## src/rtl/pipeline_pkg.sv

```systemverilog
// -----------------------------------------------------------------------------
// pipeline_pkg
// Shared types and constants for the pipeline memory-side blocks.
//   arb_state_type : sequencing state of the RAM port arbiter
//   arb_owner_type : which requester owns the access in flight
//   ENABLE / ZERO  : single-bit enable levels
//   mask_rdata     : returns read data, or zero when the access was a write
// -----------------------------------------------------------------------------
package pipeline_pkg;

    localparam logic ENABLE = 1'b1;
    localparam logic ZERO   = 1'b0;

    typedef enum logic [1:0] {
        IDLE = 2'd0,
        WAIT = 2'd1,
        RESP = 2'd2
    } arb_state_type;

    typedef enum logic [1:0] {
        OWN_NONE = 2'd0,
        OWN_IF   = 2'd1,
        OWN_MEM  = 2'd2
    } arb_owner_type;

    // A write returns an acknowledge with all-zero data.
    function automatic logic [31:0] mask_rdata(input logic [31:0] data,
                                               input logic        is_write);
        if (is_write) begin
            mask_rdata = 32'h0000_0000;
        end else begin
            mask_rdata = data;
        end
    endfunction

endpackage

```

## src/rtl/ram_arb_select.sv

```systemverilog
// -----------------------------------------------------------------------------
// ram_arb_select
// Combinational grant decision for the shared RAM port.
//   if_req      in  : fetch request
//   mem_req     in  : memory-stage request
//   starve_full in  : fetch has waited through the maximum MEM grants
//   idle        in  : arbiter can accept a new access this cycle
//   gnt         out : one-hot grant, bit 1 = MEM, bit 0 = IF
//   owner       out : owner of the access granted this cycle
// -----------------------------------------------------------------------------
module ram_arb_select
    import pipeline_pkg::*;
(
    input  logic          if_req,
    input  logic          mem_req,
    input  logic          starve_full,
    input  logic          idle,
    output logic [1:0]    gnt,
    output arb_owner_type owner
);

    // MEM has priority unless fetch has been starved long enough.
    always_comb begin
        gnt   = 2'b00;
        owner = OWN_NONE;
        if (idle) begin
            if (if_req && (starve_full || !mem_req)) begin
                gnt   = 2'b01;
                owner = OWN_IF;
            end else if (mem_req) begin
                gnt   = 2'b10;
                owner = OWN_MEM;
            end else begin
                gnt   = 2'b00;
                owner = OWN_NONE;
            end
        end else begin
            gnt   = 2'b00;
            owner = OWN_NONE;
        end
    end

endmodule

```

## src/rtl/ram_port_arbiter.sv

```systemverilog
// -----------------------------------------------------------------------------
// ram_port_arbiter
// Shares one BRAM port between instruction fetch (IF) and the memory stage
// (MEM), one access in flight. MEM wins by default; a starvation counter lets
// fetch through after MAX_WAIT consecutive MEM grants. Read data / write
// acknowledge is returned registered, RAM_LATENCY+1 cycles after the grant.
//   clk_i, n_rst                 : clock, async active-low reset
//   if_req_i/if_addr_i           : fetch request and address
//   if_gnt_o/if_rvalid_o/if_rdata_o : fetch grant and response
//   if_flush_i                   : discard an outstanding fetch response
//   mem_req_i/we/addr/wdata      : memory-stage request
//   mem_gnt_o/rvalid/rdata       : memory-stage grant and response
//   ram_en/we/addr/wdata_o, ram_rdata_i : BRAM port
// -----------------------------------------------------------------------------
module ram_port_arbiter
    import pipeline_pkg::*;
#(
    parameter int ADDR_W      = 32,
    parameter int DATA_W      = 32,
    parameter int RAM_LATENCY = 1,
    parameter int MAX_WAIT    = 4
) (
    input  logic              clk_i,
    input  logic              n_rst,
    input  logic              if_req_i,
    input  logic [ADDR_W-1:0] if_addr_i,
    output logic              if_gnt_o,
    output logic              if_rvalid_o,
    output logic [DATA_W-1:0] if_rdata_o,
    input  logic              if_flush_i,
    input  logic              mem_req_i,
    input  logic [3:0]        mem_we_i,
    input  logic [ADDR_W-1:0] mem_addr_i,
    input  logic [DATA_W-1:0] mem_wdata_i,
    output logic              mem_gnt_o,
    output logic              mem_rvalid_o,
    output logic [DATA_W-1:0] mem_rdata_o,
    output logic              ram_en_o,
    output logic [3:0]        ram_we_o,
    output logic [ADDR_W-1:0] ram_addr_o,
    output logic [DATA_W-1:0] ram_wdata_o,
    input  logic [DATA_W-1:0] ram_rdata_i
);

    localparam int CNT_W = $clog2(MAX_WAIT + 1);
    localparam int LAT_W = $clog2(RAM_LATENCY + 1);
    localparam logic [CNT_W-1:0] STARVE_MAX = CNT_W'(MAX_WAIT);
    localparam logic [LAT_W-1:0] LAT_LOAD   = LAT_W'(RAM_LATENCY - 1);

    arb_state_type     state_r;
    arb_owner_type     owner_r;
    arb_owner_type     owner_sel_s;
    logic [LAT_W-1:0]  lat_cnt_r;
    logic [CNT_W-1:0]  starve_cnt_r;
    logic              drop_r;
    logic              wr_pending_r;
    logic              if_rvalid_r;
    logic              mem_rvalid_r;
    logic [DATA_W-1:0] if_rdata_r;
    logic [DATA_W-1:0] mem_rdata_r;
    logic [1:0]        gnt_s;
    logic              idle_s;
    logic              gnt_if_s;
    logic              gnt_mem_s;
    logic              flush_now_s;

    // Grants are suppressed while reset is held so every output reads 0.
    assign idle_s    = (state_r == IDLE) && n_rst;
    assign gnt_if_s  = gnt_s[0];
    assign gnt_mem_s = gnt_s[1];

    // A flush during the final WAIT cycle must also cancel the response.
    assign flush_now_s = drop_r || (if_flush_i && (owner_r == OWN_IF));

    ram_arb_select u_select (
        .if_req      (if_req_i),
        .mem_req     (mem_req_i),
        .starve_full (starve_cnt_r == STARVE_MAX),
        .idle        (idle_s),
        .gnt         (gnt_s),
        .owner       (owner_sel_s)
    );

    assign if_gnt_o     = gnt_if_s;
    assign mem_gnt_o    = gnt_mem_s;
    assign if_rvalid_o  = if_rvalid_r;
    assign if_rdata_o   = if_rdata_r;
    assign mem_rvalid_o = mem_rvalid_r;
    assign mem_rdata_o  = mem_rdata_r;

    // RAM port carries the granted request only on the grant cycle, else 0.
    always_comb begin
        ram_en_o    = ZERO;
        ram_we_o    = 4'b0000;
        ram_addr_o  = {ADDR_W{1'b0}};
        ram_wdata_o = {DATA_W{1'b0}};
        if (gnt_mem_s) begin
            ram_en_o    = ENABLE;
            ram_we_o    = mem_we_i;
            ram_addr_o  = mem_addr_i;
            ram_wdata_o = mem_wdata_i;
        end else if (gnt_if_s) begin
            ram_en_o    = ENABLE;
            ram_addr_o  = if_addr_i;
        end else begin
            ram_en_o    = ZERO;
        end
    end

    // Sequencing FSM, starvation counter, flush flag and response registers.
    always_ff @(posedge clk_i or negedge n_rst) begin
        if (!n_rst) begin
            state_r      <= IDLE;
            owner_r      <= OWN_NONE;
            lat_cnt_r    <= {LAT_W{1'b0}};
            starve_cnt_r <= {CNT_W{1'b0}};
            drop_r       <= 1'b0;
            wr_pending_r <= 1'b0;
            if_rvalid_r  <= 1'b0;
            mem_rvalid_r <= 1'b0;
            if_rdata_r   <= {DATA_W{1'b0}};
            mem_rdata_r  <= {DATA_W{1'b0}};
        end else begin
            if (!if_req_i || gnt_if_s) begin
                starve_cnt_r <= {CNT_W{1'b0}};
            end else if (gnt_mem_s && (starve_cnt_r != STARVE_MAX)) begin
                starve_cnt_r <= starve_cnt_r + CNT_W'(1);
            end else begin
                starve_cnt_r <= starve_cnt_r;
            end

            case (state_r)
                IDLE: begin
                    drop_r <= 1'b0;
                    if (owner_sel_s != OWN_NONE) begin
                        state_r      <= WAIT;
                        owner_r      <= owner_sel_s;
                        lat_cnt_r    <= LAT_LOAD;
                        wr_pending_r <= gnt_mem_s && (mem_we_i != 4'b0000);
                    end else begin
                        state_r      <= IDLE;
                        owner_r      <= OWN_NONE;
                    end
                end
                WAIT: begin
                    drop_r <= flush_now_s;
                    if (lat_cnt_r == {LAT_W{1'b0}}) begin
                        state_r <= RESP;
                        if (owner_r == OWN_IF) begin
                            if_rdata_r  <= ram_rdata_i;
                            if_rvalid_r <= !flush_now_s;
                        end else begin
                            mem_rdata_r  <= mask_rdata(ram_rdata_i, wr_pending_r);
                            mem_rvalid_r <= 1'b1;
                        end
                    end else begin
                        lat_cnt_r <= lat_cnt_r - LAT_W'(1);
                    end
                end
                RESP: begin
                    state_r      <= IDLE;
                    owner_r      <= OWN_NONE;
                    drop_r       <= 1'b0;
                    if_rvalid_r  <= 1'b0;
                    mem_rvalid_r <= 1'b0;
                end
                default: begin
                    state_r      <= IDLE;
                    owner_r      <= OWN_NONE;
                    drop_r       <= 1'b0;
                    if_rvalid_r  <= 1'b0;
                    mem_rvalid_r <= 1'b0;
                end
            endcase
        end
    end

endmodule

```

## config.mk

```make
export PLATFORM = sky130hd
export DESIGN_NAME = ram_port_arbiter
export DESIGN_NICKNAME = d
export VERILOG_FILES = /design/src/rtl/pipeline_pkg.sv /design/src/rtl/ram_arb_select.sv /design/src/rtl/ram_port_arbiter.sv
export SDC_FILE = /design/constraint.sdc
export NUM_CORES = 1
export LEC_CHECK = 0
export ABC_AREA = 1
export ABC_CLOCK_PERIOD_IN_PS = 2500
export BUFFER_PORTS_ARGS = -buffer_cell sky130_fd_sc_hd__clkbuf_2
export CELL_PAD_IN_SITES_DETAIL_PLACEMENT = 2
export CELL_PAD_IN_SITES_GLOBAL_PLACEMENT = 2
export CORE_MARGIN = 2
export CORE_UTILIZATION = 21
export CTS_CLUSTER_DIAMETER = 120
export DETAILED_ROUTE_END_ITERATION = 8
export GPL_ROUTABILITY_DRIVEN = 0
export GPL_TIMING_DRIVEN = 0
export PLACE_DENSITY_LB_ADDON = 0.1
export SLEW_MARGIN = 20
export SYNTH_ARGS = -nofsm -noshare
export SYNTH_HDL_FRONTEND = slang
export SYNTH_SLANG_ARGS = --single-unit
export TNS_END_PERCENT = 5
```

## constraint.sdc

```tcl
create_clock -name clk_i -period 2.5 [get_ports clk_i]
set_input_delay 0.5 -clock clk_i [delete_from_list [all_inputs] [get_ports clk_i]]
set_output_delay 0.5 -clock clk_i [all_outputs]
set_load 0.02 [all_outputs]
```

==> impl_metrics.py, run 1 <==
metrics = {
    "run_status": {
        "outcome": "completed",
    },
    "sta": {
        "setup_violations": 0,
        "slew_viol_final": 0,
        "max_slew.worst_pin.slew_ns": 0.530,
        "relSlewSlack_pct": 64.7,
        "fin_crit_sh_pct": 96.0,
        "fin_ws_ns": 0.100,
        "hold_violations": 0,
        "tns_ns": 0,
        "timing.fmax_mhz": 417,
        "fin_worst_skew_ns": 0.0116,
        "min_period_ns": 2.40,
        "hold_slack_ns": 0.0658,
    },
    "clock_tree": {
        "clock_latency_ns": 0.34,
        "clockBufferDepth": 2,
        "h-tree-depth": 3,
        "cts_buffers": 9,
        "tritoncts": "done",
        "numClockSinks": 75,
        "clk_pin_slew_ns": 0.06,
        "cts-root-buf": "clkbuf_16",
    },
    "grt": {
        "use_met2_pct": 32.8,
        "grt_util_all_layers_pct": 17.6,
        "grt_pass1_vias": 5079,
        "gr-usage-met1_pct": 20.1,
        "grt_max_degree": 44,
        "grt_busiest_layer": "met2",
        "gr-total-overflow": 0,
        "antenna_found_initial": 0,
        "grtUsageMet3_pct": 4.49,
        "grt_pass1_wl_um": 27100,
    },
    "pwr": {
        "p_int_mw": 3.30,
        "switchingPower_mw": 2.13,
        "power_density_nw_per_um2": 904,
        "ir_drop_uv": 425,
        "p_leak_nw": 3.65,
        "pwr-share-clk_pct": 28.0,
        "seqPwrFrac_pct": 35.0,
        "pwr-share-comb_pct": 37.0,
        "power_mw": 5.43,
        "swShare_pct": 39.3,
    },
    "routing": {
        "drt_iter0_markers": 82,
        "viasPerCell": 4.28,
        "routed_wl_um": 16800,
        "vias": 4500,
        "final_antenna_net_count": 0,
        "wl_per_cell_um": 16.0,
        "drc": 0,
        "first_pass_iters": 4,
    },
    "worst_setup_path": {
        "cp_cell_sequence": "inv_2 > ha_1 > nand2_1 > nand2_2 > nand2_4 > nor2_4 > buf_12 > buf_4 > nand2_1 > nand2_1 > clkbuf_2",
        "cp-end-kind": "output pin",
        "rr_worst_depth": 6,
        "worstPathArrival_ns": 1.90,
        "rr_startpoint": "state_r[1]",
        "cp_max_fo": 8,
        "critPathLaunch": "starve_cnt_r[0]",
        "cp_common_cell": "nand2_1",
        "r2r_slack_ns": 0.99,
        "max_stage_delay_ns": 0.40,
        "cp-start-kind": "register",
        "critical_path.endpoint": "ram_addr_o[30]",
        "cp.required_ns": 2.00,
        "criticalPathCategory": "reg2out",
        "crit_slowest_cell": "dfrtp_1",
        "timing.rr.end": "if_rdata_o[15]",
    },
    "placed_design": {
        "placed_cell_area_um2": 5500,
        "post-place-ws_ns": -0.115,
        "hpwl_um": 13400,
        "dp_cells": 1028,
        "portBuffers": 273,
    },
    "synth": {
        "netlist.area_leader.share_pct": 49.1,
        "syn_inst": 525,
        "synth_fa_ha_area_share_pct": 0.655,
        "synth-xor-area-share_pct": 0,
        "synth_top_family_by_area": "simple AND/OR/NAND/NOR gates",
        "ys_types": 20,
        "muxShareOfSynthArea_pct": 0,
        "synth_compound_area_share_pct": 4.72,
        "synth_area_um2": 3820,
        "ys_ff_latch": 75,
        "synth_largest_area_cell": "dfrtp_1",
        "synth.area.top_cells": "dfrtp_1 49%, nand2_1 24%, inv_1 5.0%",
        "ys_seq_area_share_pct": 49.1,
        "synth_nets": 664,
        "synthSimpleGateAreaFrac_pct": 36.0,
        "yosysWarnings": 0,
        "syn_area_per_cell_um2": 7.28,
    },
    "die": {
        "initial_core_util_pct": 21.3,
        "coreArea_um2": 17900,
        "pin_count": 274,
        "fp.dieH_um": 139,
        "fp-row-count": 49,
        "chipWidth_um": 139,
        "die-area_um2": 19300,
    },
    "finish": {
        "diodes": 0,
        "utilization_pct": 33.5,
        "layout-drive-gt1-share_pct": 42.4,
        "design_area_um2": 6000,
        "area_growth_pct": 57.0,
        "layoutNonFillerInstCount": 1052,
        "fin_nets": 957,
    },
    "flow_run": {
        "cap_violations": 0,
    },
    "hold_path": {
        "worstHoldPathType": "in2async",
    },
}
[state kept, by name, summed over array words and instances, names as in the netlist]
signal        cells
mem_rdata_o      32
drop_r            1
if_rdata_o       32
wr_pending_r      1
mem_rvalid_o      1
if_rvalid_o       1
starve_cnt_r      3
state_r           2
owner_r           2
[cells by family (layout without fill, tap and decap cells)]
kind of cell	after synthesis	after routing
buf+inv	83	381
flops	75	75
simple gates	329	329
fa+ha+maj	2	2
compound gates	36	36
[routing by layer]
layer	part of all wire (%)	vias to the layer above	routed length [um]
li1	-	2173	-
met1	39	2159	6610
met2	53	151	8980
met3	6.0	17	1010
met4	1.4	0	239
met5	0	-	0
[power groups by stage]
| stage | Combinational, mW | Clock (mW) | Sequential, mW |
|---|---|---|---|
| 6_report | 2.01 | 1.52 | 1.90 |
| 5_1_grt | 2.21 | 1.61 | 1.97 |
| 4_1_cts | 2.05 | 1.56 | 1.91 |
| 3_5_place_dp | 2.02 | 0 | 1.92 |
| 3_3_place_gp | 1.96 | 0 | 1.89 |
| 2_1_floorplan | 0.608 | 0 | 2.42 |
[worst min-delay path by stage]
| stage | start | end | cells past startpoint | slack, ns |
|---|---|---|---|---|
| final | n_rst | if_rdata_o[19] | 1 | 0.07 |
| after global routing | n_rst | if_rdata_o[19] | 1 | 0.08 |
| after CTS | n_rst | if_rdata_o[19] | 1 | 0.07 |
| after detailed placement | mem_rvalid_o | mem_rvalid_o | 2 | 0.47 |
| after global placement | if_rdata_o[18] | if_rdata_o[18] | 2 | 0.46 |
| after floorplan | n_rst | drop_r | 0 | 0.20 |
[worst max-delay path, delay by kind of cell (launching register included)]
kind                       cells  cell delay (ns)
adders and majority gates      1             0.15
buffers and inverters          4             0.49
DFF                            1             0.40
and+or+nand+nor                6             0.50
[cell type report]
cell class                 instances  area, um2
buffer                            29        176
clock buffer                      10        229
clock inverter                     6        113
fill                            2177      11900
inverter                          54        203
multi-input combinational        367       1590
sequential                        75       1880
tap                              229        287
timing repair buffer             282       1530
[cell usage in the layout (no fill, tap or decap), types with 2 or more instances in the layout]
cell type,synthesis,final
ha_1,2,2
buf_6,2,7
clkbuf_16,0,9
nor2_2,19,19
inv_2,3,4
nor2_1,20,20
bufinv_16,0,3
clkbuf_2,0,237
buf_4,2,22
clkbuf_1,10,9
nand2_1,246,244
dfrtp_1,75,75
inv_1,51,50
o21ai_0,22,22
nor2_4,3,3
nand3_1,34,34
o21ai_1,13,13
buf_2,14,33
nand2_2,2,3
nand4_1,4,4
[what timing repair did]
action	4_1_cts	5_1_grt
gates resized for setup	13	58
pin swaps	2	3
setup endpoints to repair	61	53
buffers inserted	3	2
gates cloned	3	0
hold buffers	0	0
hold endpoints to repair	0	0
[synth_stat cells]
| cell type | number |
|---|---|
| nand2_1 | 246 |
| dfrtp_1 | 75 |
| inv_1 | 51 |
| nand3_1 | 34 |
| o21ai_0 | 22 |
| nor2_1 | 20 |
| nor2_2 | 19 |
| buf_2 | 14 |
| o21ai_1 | 13 |
| clkbuf_1 | 10 |
| nand4_1 | 4 |
| inv_2 | 3 |
| nor2_4 | 3 |
| buf_4 | 2 |
| buf_6 | 2 |
| ha_1 | 2 |
| nand2_2 | 2 |
| a21oi_1 | 1 |
| buf_8 | 1 |
| nand3_4 | 1 |
Power figures use the tool's default switching activity.
==> inputs of run 2 (changes only) <==
BUFFER_PORTS_ARGS = -buffer_cell sky130_fd_sc_hd__buf_2   (was -buffer_cell sky130_fd_sc_hd__clkbuf_2)
==> run 2 against run 1 <==
Effect of this change: clock skew down 0.0057 ns; sequential share of layout area up 0.26 points; combinational power about the same; wire length down 1.3%; critical endpoint is now ram_addr_o[24]; largest cell class unchanged.
==> impl_metrics.py, run 2 (synthesized netlist as in run 1, its figures left out) <==
metrics = {
    "finish": {
        "layout-drive-gt1-share_pct": 42.5,
        "area_growth_pct": 55.8,
        "diodes": 0,
        "design_area_um2": 5950,
        "utilization_pct": 33.2,
        "fin_nets": 958,
        "layout_common_cells": "276 x buf_2, 245 x nand2_1, 75 x dfrtp_1",
        "fill_cells": 2238,
        "mostFrequentLayoutCell": "buf_2",
    },
    "sta": {
        "rsz0062_at_grt": "true",
        "hold_violations": 0,
        "relSlewSlack_pct": 64.2,
        "max_slew.worst_pin.slew_ns": 0.537,
        "fin_crit_sh_pct": 95.3,
        "hold_slack_ns": 0.0576,
        "timing.fmax_mhz": 420,
        "min_period_ns": 2.38,
        "setup_violations": 0,
        "slew_viol_final": 0,
        "fin_worst_skew_ns": 0.00588,
        "fin_ws_ns": 0.118,
    },
    "routing": {
        "wl_met3_um": 1040,
        "route.top_layer_used": "met5",
        "wl_met2_um": 9110,
        "viasPerCell": 4.33,
        "wl_met1_um": 6330,
        "vias": 4563,
        "final_antenna_net_count": 0,
        "wl_per_cell_um": 15.8,
        "drt_iter0_markers": 111,
        "routed_wl_um": 16600,
        "drc": 0,
        "first_pass_iters": 4,
    },
    "worst_setup_path": {
        "critPathLaunch": "starve_cnt_r[0]",
        "rr_worst_depth": 6,
        "critical_path.endpoint": "ram_addr_o[24]",
        "cp.depth": 11,
        "cpLargestDelayFamily": "buffers and inverters",
        "crit_slowest_cell": "dfrtp_1",
        "cp_common_cell": "nand2_1",
        "cp_max_fo": 8,
        "criticalPathCategory": "reg2out",
        "r2r_slack_ns": 1.02,
        "worstPathArrival_ns": 1.88,
        "rr_startpoint": "state_r[0]",
        "cp_cell_sequence": "inv_2 > ha_1 > nand2_1 > nand2_2 > nand2_4 > nor2_4 > buf_12 > buf_6 > nand2_1 > nand2_1 > buf_2",
        "cp-start-kind": "register",
        "cp.required_ns": 2.00,
        "cp_num_buf_inv": 4,
        "cp-end-kind": "output pin",
        "timing.rr.end": "if_rdata_o[22]",
        "max_stage_delay_ns": 0.41,
    },
    "placed_design": {
        "hpwl_um": 13400,
        "portBuffers": 273,
        "placed_cell_area_um2": 5500,
        "post-place-ws_ns": -0.0272,
    },
    "clock_tree": {
        "h-tree-depth": 3,
        "clk_pin_slew_ns": 0.06,
        "clockBufferDepth": 2,
        "hold_buffers": 0,
        "tritoncts": "done",
        "cts-root-buf": "clkbuf_16",
        "clock_latency_ns": 0.33,
        "cts_buffers": 9,
        "numClockSinks": 75,
    },
    "die": {
        "fp-row-count": 49,
        "chipWidth_um": 139,
        "pin_count": 274,
        "fp.dieH_um": 139,
        "initial_core_util_pct": 21.3,
        "coreArea_um2": 17900,
        "die-area_um2": 19300,
    },
    "grt": {
        "grt_max_degree": 44,
        "antenna_found_initial": 1,
        "gr-total-overflow": 0,
        "grt_util_all_layers_pct": 16.9,
        "grt_pass1_wl_um": 26200,
        "grt_pass1_vias": 5018,
    },
    "pwr": {
        "ir_drop_uv": 461,
        "p_leak_nw": 3.63,
        "power_density_nw_per_um2": 874,
    },
    "run_status": {
        "outcome": "completed",
    },
    "flow_run": {
        "cap_violations": 0,
    },
    "hold_path": {
        "worstHoldPathType": "in2async",
    },
}
## run 2: cell count changes in the layout (fill, tap and decap cells not counted), moves of 2 or more
cell / before / now
buf_6: 7 / 9
buf_4: 22 / 15
clkbuf_2: 237 / 1
buf_2: 33 / 276
bufinv_16: 3 / 1
## run 2: report_power, final
part,internal (mW),switching [mW],total [mW]
combinational,0.676,1.33,2.01
sequential,1.65,0.238,1.89
clock,0.800,0.513,1.31
## run 2: layer usage
layer,global-route usage [%],vias to the layer above
li1,-,2177
met1,18.4,2222
met2,32.6,150
met3,4.83,12
met4,3.19,2
met5,0,-
## run 2: area by class of cell
cell class	instances	area (um2)	share of cell area, %
inverters	54	203	3.41
clock buffers	10	239	4.02
plain buffers	29	176	2.96
flip-flops and latches	75	1880	31.5
repair buffers	283	1520	25.5
clock inverters	6	65.1	1.09
well taps	229	287	4.81
multi-input cells	367	1590	26.7
## run 2: worst min-delay path by stage
stage                               from             end  slack (ns)
after floorplan                    n_rst          drop_r        0.20
after global placement    if_rdata_o[18]  if_rdata_o[18]        0.46
after detailed placement  if_rdata_o[25]  if_rdata_o[25]        0.46
after CTS                          n_rst  if_rdata_o[18]        0.05
after global routing               n_rst  if_rdata_o[18]        0.07
final                              n_rst  if_rdata_o[18]        0.06
## run 2: what timing repair did
item / 4_1_cts / 5_1_grt
gates cloned: 0 / 3
pin swaps: 1 / 2
resized for setup: 8 / 21
buffers inserted: 2 / 4
setup endpoints to repair: 37 / 53
## run 2: metrics by stage
| step | setup TNS [ns] | power [mW] | std cells |
|---|---|---|---|
| 6_report | 0 | 5.20 | 1053 |
| 5_1_grt | -0.376 | 5.57 | 1053 |
| 4_1_cts | -0.0196 | 5.31 | 1046 |
| 3_5_place_dp | -0.104 | 3.94 | 1028 |
| 3_3_place_gp | -72.50 | 3.84 | 1027 |
| 2_1_floorplan | 0 | 3.03 | 525 |
==> inputs of run 3 (changes only) <==
PLACE_DENSITY = 0.82   (was unset)
PLACE_DENSITY_LB_ADDON = unset   (was 0.1)
==> run 3 against run 2 <==
Effect of this change: register-to-register slack got worse by 0.05 ns; wire length is 0.61% higher; combinational power up 2%; global-route usage barely moved; worst hold slack got worse by 0.045 ns; clock skew is 0.0021 ns higher; highest routed layer is now met4.
==> impl_metrics.py, run 3 (synthesized netlist as in run 1, its figures left out) <==
metrics = {
    "routing": {
        "first_pass_iters": 4,
        "viasPerCell": 4.33,
        "final_antenna_net_count": 0,
        "wl_met3_um": 991,
        "wl_met2_um": 9000,
        "drt_iter0_markers": 71,
        "wl_per_cell_um": 15.9,
        "wl_met1_um": 6430,
        "vias": 4568,
        "route.top_layer_used": "met4",
        "routed_wl_um": 16700,
        "drc": 0,
    },
    "die": {
        "chipWidth_um": 139,
        "die-area_um2": 19300,
        "fp.dieH_um": 139,
        "pin_count": 274,
        "coreArea_um2": 17900,
        "fp-row-count": 49,
        "initial_core_util_pct": 21.3,
    },
    "clock_tree": {
        "hold_buffers": 0,
        "clockBufferDepth": 2,
        "numClockSinks": 75,
        "tritoncts": "done",
        "clock_latency_ns": 0.34,
        "cts-root-buf": "clkbuf_16",
        "cts_buffers": 9,
        "h-tree-depth": 3,
        "clk_pin_slew_ns": 0.06,
    },
    "sta": {
        "timing.fmax_mhz": 418,
        "relSlewSlack_pct": 65.0,
        "fin_ws_ns": 0.108,
        "max_slew.worst_pin.slew_ns": 0.525,
        "fin_worst_skew_ns": 0.00801,
        "min_period_ns": 2.39,
        "setup_violations": 0,
        "slew_viol_final": 0,
        "tns_ns": 0,
        "fin_crit_sh_pct": 95.7,
        "hold_violations": 0,
        "rsz0062_at_grt": "true",
    },
    "worst_setup_path": {
        "cp_max_fo": 10,
        "criticalPathCategory": "reg2out",
        "critPathLaunch": "starve_cnt_r[0]",
        "cp-start-kind": "register",
        "timing.rr.end": "if_rdata_o[23]",
        "cp-end-kind": "output pin",
        "critical_path.endpoint": "ram_wdata_o[18]",
        "cp.required_ns": 2.00,
        "rr_startpoint": "owner_r[0]",
        "rr_worst_depth": 6,
        "r2r_slack_ns": 0.97,
        "worstPathArrival_ns": 1.89,
    },
    "grt": {
        "gr-total-overflow": 0,
        "grt_util_all_layers_pct": 16.9,
        "grt_pass1_vias": 4914,
        "grt_max_degree": 55,
        "grt_pass1_wl_um": 26100,
        "antenna_found_initial": 0,
    },
    "finish": {
        "layout_common_cells": "262 x buf_2, 244 x nand2_1, 75 x dfrtp_1",
        "fill_cells": 2182,
        "fin_nets": 959,
        "layout-drive-gt1-share_pct": 42.3,
        "mostFrequentLayoutCell": "buf_2",
        "diodes": 0,
        "area_growth_pct": 58.3,
    },
    "pwr": {
        "ir_drop_uv": 374,
        "power_density_nw_per_um2": 884,
        "power_mw": 5.35,
        "p_leak_nw": 3.65,
    },
    "placed_design": {
        "post-place-ws_ns": 0.0707,
        "hpwl_um": 13000,
        "portBuffers": 273,
    },
    "run_status": {
        "outcome": "completed",
    },
    "flow_run": {
        "cap_violations": 0,
    },
    "hold_path": {
        "worstHoldPathType": "in2async",
    },
}
[run 3: cell count changes in the layout (fill, tap and decap cells not counted), sizes merged]
cell      delta
bufinv       +1
clkbuf       +2
clkinv       -2
clkinvlp     -1
nand2        +1
[run 3: worst min-delay path by stage]
stage,cells past startpoint,startpoint,end
floorplan,0,n_rst,drop_r
global placement,2,if_rdata_o[4],if_rdata_o[4]
detailed placement,1,n_rst,if_rdata_o[11]
CTS,1,n_rst,if_rdata_o[11]
global route,1,n_rst,if_rdata_o[11]
finish,1,n_rst,if_rdata_o[11]
[run 3: power breakdown]
| group | total [mW] | internal [mW] | switching, mW |
|---|---|---|---|
| clock network | 1.41 | 0.902 | 0.513 |
| logic | 2.05 | 0.686 | 1.36 |
| registers | 1.89 | 1.65 | 0.239 |
| total | 5.35 | 3.24 | 2.11 |
[run 3: repair_timing]
action	CTS	global route
setup endpoints to repair	46	53
resized for setup	5	47
setup buffers	1	5
cloned	0	4
pin swaps	1	3
[run 3: area by class of cell]
cell class	count	area [um2]	area share, %
tap	229	287	4.74
timing repair buffer	283	1570	25.9
inverter	54	203	3.35
multi-input combinational	368	1600	26.5
buffer	29	189	3.12
sequential	75	1880	31.0
clock inverter	4	73.8	1.22
clock buffer	12	246	4.08
[run 3: per-layer routing]
layer,global-route usage (%),vias up
met3,4.18,18
met4,6.33,0
met2,31.0,175
met5,0,-
met1,19.0,2193
li1,-,2182
[run 3: metrics by stage]
stage	util, %	cells	cell area (um2)	hold slack [ns]
after floorplan	-	525	3820	0.204
after global placement	30.6	1027	5470	0.458
after detailed placement	30.7	1028	5500	0.442
after CTS	32.7	1045	5850	0.0771
after global routing	33.8	1054	6050	0.0209
final	33.8	1054	6050	0.0125
[run 3: worst max-delay path, cell delays in order (launching register included)]
cell	delay [ns]
dfrtp_1	0.37
inv_1	0.07
ha_1	0.19
nand2_1	0.07
nand2_2	0.09
nand2_4	0.12
nand2_2	0.09
buf_12	0.16
buf_8	0.15
nor2_2	0.11
buf_6	0.13
